`config.mk`:
```
export PLATFORM = sky130hd
export DESIGN_NAME = clock_gate_wakeup_ctrl
export DESIGN_NICKNAME = d
export VERILOG_FILES = /design/src/rtl/clock_gate_wakeup_ctrl.sv
export SDC_FILE = /design/constraint.sdc
export NUM_CORES = 1
export LEC_CHECK = 0
export ABC_AREA = 0
export CORE_UTILIZATION = 46
export DETAILED_ROUTE_END_ITERATION = 6
export GPL_TIMING_DRIVEN = 0
export HOLD_SLACK_MARGIN = 0.02
export PLACE_DENSITY = 0.76
export SLEW_MARGIN = 25
export SYNTH_ARGS = -nofsm -noshare
export SYNTH_HDL_FRONTEND = slang
export SYNTH_SLANG_ARGS = --single-unit
```
`constraint.sdc`:
```
create_clock -name clk_in -period 1.8 [get_ports clk_in]
set_clock_uncertainty 0.15 [all_clocks]
set_input_delay 0.36 -clock clk_in [delete_from_list [all_inputs] [get_ports clk_in]]
set_output_delay 0.36 -clock clk_in [all_outputs]
set_load 0.01 [all_outputs]
```
`src/rtl/clock_gate_wakeup_ctrl.sv`:
```
// clock_gate_wakeup_ctrl: merges client clock requests into one wakeup level and grants clients once the gated clock has settled
module clock_gate_wakeup_ctrl #(
  parameter int NUM_REQ     = 4,
  parameter int WAKE_SETTLE = 2,
  parameter int HOLD_WIDTH  = 4
) (
  input  logic                  clk_in,
  input  logic                  aresetn,
  input  logic                  cfg_enable,
  input  logic [HOLD_WIDTH-1:0] cfg_hold_count,
  input  logic [NUM_REQ-1:0]    req,
  input  logic                  gating,
  output logic                  wakeup,
  output logic [NUM_REQ-1:0]    ack,
  output logic                  clk_ready,
  output logic                  busy,
  output logic                  err_gate
);
  localparam int SW = $clog2(WAKE_SETTLE + 1);
  typedef enum logic [1:0] {IDLE, WAKING, ACTIVE, HOLD} state_t;
  state_t                state, state_nx;
  logic [SW-1:0]         settle, settle_nx;
  logic [HOLD_WIDTH-1:0] hold, hold_nx;
  logic                  any_req, settled;
  assign any_req = |req;
  assign settled = !gating && settle == SW'(WAKE_SETTLE - 1);
  always_comb begin
    state_nx  = state;
    settle_nx = settle;
    hold_nx   = hold;
    case (state)
      IDLE: if (any_req || !cfg_enable) begin
        state_nx  = WAKING;
        settle_nx = '0;
      end
      WAKING: begin
        settle_nx = gating ? '0 : settle + SW'(1);
        state_nx  = settled ? ACTIVE : WAKING;
      end
      ACTIVE: if (!any_req && cfg_enable) begin
        state_nx = HOLD;
        hold_nx  = cfg_hold_count;
      end
      HOLD: begin
        // a request arriving on the expiry edge wins; the clock never stopped, so no re-settle
        state_nx = (any_req || !cfg_enable) ? ACTIVE : (hold == '0) ? IDLE : HOLD;
        hold_nx  = (hold == '0) ? hold : hold - HOLD_WIDTH'(1);
      end
      default: state_nx = IDLE;
    endcase
  end
  always_ff @(posedge clk_in or negedge aresetn) begin
    if (!aresetn) begin
      state     <= IDLE;
      settle    <= '0;
      hold      <= '0;
      wakeup    <= 1'b0;
      ack       <= '0;
      clk_ready <= 1'b0;
      busy      <= 1'b0;
      err_gate  <= 1'b0;
    end else begin
      state     <= state_nx;
      settle    <= settle_nx;
      hold      <= hold_nx;
      wakeup    <= state_nx != IDLE;
      busy      <= state_nx != IDLE;
      clk_ready <= state_nx == ACTIVE || state_nx == HOLD;
      ack       <= state_nx == ACTIVE ? req : '0;
      err_gate  <= err_gate | (gating && (state == ACTIVE || state == HOLD));
    end
  end
endmodule

```
==> results.yml <==
run_status:
  outcome: "complete, no violations"
placed_design:
  dp_hpwl_mm: 1.05
  dp_cells: 102
  routabilityCongestion: 0.827
  portBuffers: 19
sta:
  fin_crit_ns: 1.69
  setup_tns_ns: 0
  period_share_pct: 94.0
  final_hold_viol_count: 0
  finalSetupViolations: 0
  rsz0062_at_grt: "no"
  max_freq_ghz: 0.591
  drv_slew: 0
  worst_pin_slew_ns: 0.630
  relSlewSlack_pct: 57.8
critical_path:
  cp_num_buf_inv: 1
  arrival_ns: 1.18
  path_class: "flop to output port"
  required_ns: 1.29
  path_cells: "clkdlybuf4s50_1"
  cp-start-kind: "flop"
  crit_path_top_delay_cell: "clkdlybuf4s50_1"
  worstPathMaxFanout: 2
  cp_top_family: "buffers and inverters"
  crit_path_end_kind: "output port"
  cpPeakStageDelay_ns: 0.53
grt:
  grt_pass1_wl_mm: 2.55
  overflow: 0
  grt_max_degree: 15
  antenna_found_initial: 0
  grt_pass1_vias: 567
  grt_use_total_pct: 19.9
drt:
  vias_per_cell: 5.39
  via_count: 577
  routed_wl_mm: 1.43
  first_pass_iters: 3
  ant_nets: 0
  drc: 0
  wl_per_cell_um: 13.4
  initialDrtViolationCount: 5
layout:
  drive_above_1_share_pct: 15.4
  regArea_um2: 350
  multi_input_area_um2: 344
  nets: 107
  area_delta_synth_final_pct: 35.6
  antenna_cells: 0
  fill_cells: 126
  final_cells: 107
synth:
  synth.most_common_cell: "dfrtp_1"
  async_flop_share_pct: 100
  synth-edff-count: 0
  synth_top_cells_by_count: "dfrtp_1, inv_1"
  synth_top_area_cell: "dfrtp_1"
  synthTopCellsByArea: "dfrtp_1, ha_1, mux2i_1"
  syn_inst: 67
  yosysTopAreaCellShare_pct: 47.7
  synth.avg_cell_area_um2: 11.0
  ys_warn_count: 0
  ys_ff_latch: 14
  synth_fp_nets: 82
  synth_cell_types: 31
  seq_area_frac_synth_pct: 47.7
  syn_area_um2: 734
  ys.flop_type: "dfrtp_1"
floorplanning:
  core-area_um2: 1510
  io_pins: 20
  rows: 14
  start_util_pct: 48.8
  die_w_um: 42.0
  die_y_um: 42.0
  die-area_um2: 1760
clocking:
  cts_buffers: 3
  clkTransAtPathRegs_ns: 0.09
  ctsHoldBuffers: 0
  clock_latency_ns: 0.29
  cts_tree: "built"
  cts_htree_levels: 1
  clockBufferDepth: 2
  cts.sinks: 14
  cts-root-buf: "clkbuf_4"
power_and_ir_drop:
  p_leak_nw: 0.404
  p_int_mw: 0.840
  clockPowerShare_pct: 18.5
  p_sw_mw: 0.448
  p_sw_share_pct: 34.8
  p_seq_share_pct: 37.4
  comb_power_share_pct: 44.1
  power.density_nw_per_um2: 1290
  ir_drop_mv: 0.670
run:
  maxCapViolCount: 0
worst_hold_path:
  hold_class: "input port to asynchronous set/reset pin"
## sequential cells by signal (all words and copies together) (netlist names)
register	cells
ack	4
busy	1
clk_ready	1
err_gate	1
hold	4
settle	2
state	1
## final cells by class
cell class / instances / share of cell area, %
clock buffers: 4 / 3.64
flip-flops and latches: 14 / 35.2
plain buffers: 3 / 2.64
well taps: 16 / 2.01
repair buffers: 20 / 20.1
inverters: 5 / 1.88
multi-input cells: 45 / 34.5
## power groups by stage
stage | Sequential, mW | Combinational (mW) | Clock, mW
finish | 0.481 | 0.568 | 0.238
CTS | 0.479 | 0.574 | 0.243
detailed placement | 0.495 | 0.549 | 0
global route | 0.494 | 0.644 | 0.254
floorplan | 0.497 | 0.368 | 0
global placement | 0.492 | 0.539 | 0
## layer usage
layer	routed length, um	up-vias	track usage [%]
li1	-	296	-
met1	680	264	24.8
met2	670	12	31.9
met3	43	5	3.91
met4	36	0	11.6
met5	0	-	0
## worst paths after layout
| check | slack, ns | cells past startpoint | end | from |
|---|---|---|---|---|
| worst max-delay path | 0.11 | 1 | clk_ready | clk_ready |
| worst min-delay path | 0.30 | 1 | hold[2] | aresetn |
| worst max register to register | 0.21 | 5 | hold[1] | hold[0] |
| worst min register to register | 0.32 | 1 | err_gate | err_gate |
| max in group asynchronous | 0.79 | 1 | ack[0] | aresetn |
| min in group clk_in | 0.32 | 1 | err_gate | err_gate |
## cell usage in the layout (no fill, tap or decap)
| master | instances |
|---|---|
| and4bb_2 | 1 |
| buf_4 | 3 |
| inv_1 | 4 |
| o21ai_0 | 2 |
| nor3_4 | 1 |
| nor3_2 | 1 |
| clkbuf_4 | 3 |
| o2bb2ai_1 | 1 |
| nor2b_1 | 3 |
| clkdlybuf4s50_1 | 18 |
| nand3_1 | 3 |
| inv_2 | 1 |
| xnor2_1 | 1 |
| nor3b_1 | 1 |
| buf_6 | 1 |
| or3_1 | 2 |
| a32o_1 | 2 |
| a311oi_1 | 1 |
| ha_1 | 3 |
| and2_1 | 2 |
| nand2_1 | 3 |
| and2_2 | 1 |
| dlymetal6s2s_1 | 1 |
| o22ai_1 | 1 |
| a21oi_1 | 1 |
| clkbuf_8 | 1 |
| dfrtp_1 | 14 |
| a21o_1 | 1 |
| mux2i_1 | 3 |
| nor3b_2 | 1 |
| a221oi_1 | 1 |
| and2b_1 | 2 |
| a2bb2oi_1 | 1 |
| nor2_1 | 3 |
| a31oi_1 | 2 |
| o221ai_1 | 1 |
## per-stage QoR
step / utilization, % / power (mW) / cell area, um2 / hold slack, ns / setup WS, ns
after CTS: 65.6 / 1.30 / 988 / 0.322 / 0.0146
after detailed placement: 62.7 / 1.04 / 945 / 0.296 / -0.0734
final: 66.1 / 1.29 / 996 / 0.303 / 0.108
after floorplan: - / 0.866 / 734 / -0.0856 / 0.296
after global placement: 62.7 / 1.03 / 945 / 0.295 / -0.0584
after global routing: 66.1 / 1.39 / 996 / 0.334 / 0.0750
## kinds of logic (layout without fill, tap and decap cells)
kind of cell | after synthesis | count (layout) | share of synthesized area (%)
compound gates | 14 | 14 | 14.3
xor+xnor | 1 | 1 | 1.19
fa+ha+maj | 3 | 3 | 5.11
buf+inv | 8 | 32 | 6.13
flops | 14 | 14 | 47.7
mux | 3 | 3 | 4.09
simple gates | 24 | 24 | 21.5
## what timing repair did
item / CTS / global route
setup buffers: 1 / 0
pin swaps: 0 / 0
cloned: 0 / 0
resized for setup: 0 / 2
endpoints found under the setup margin: 1 / 2
(Power assumes the default switching activity.)
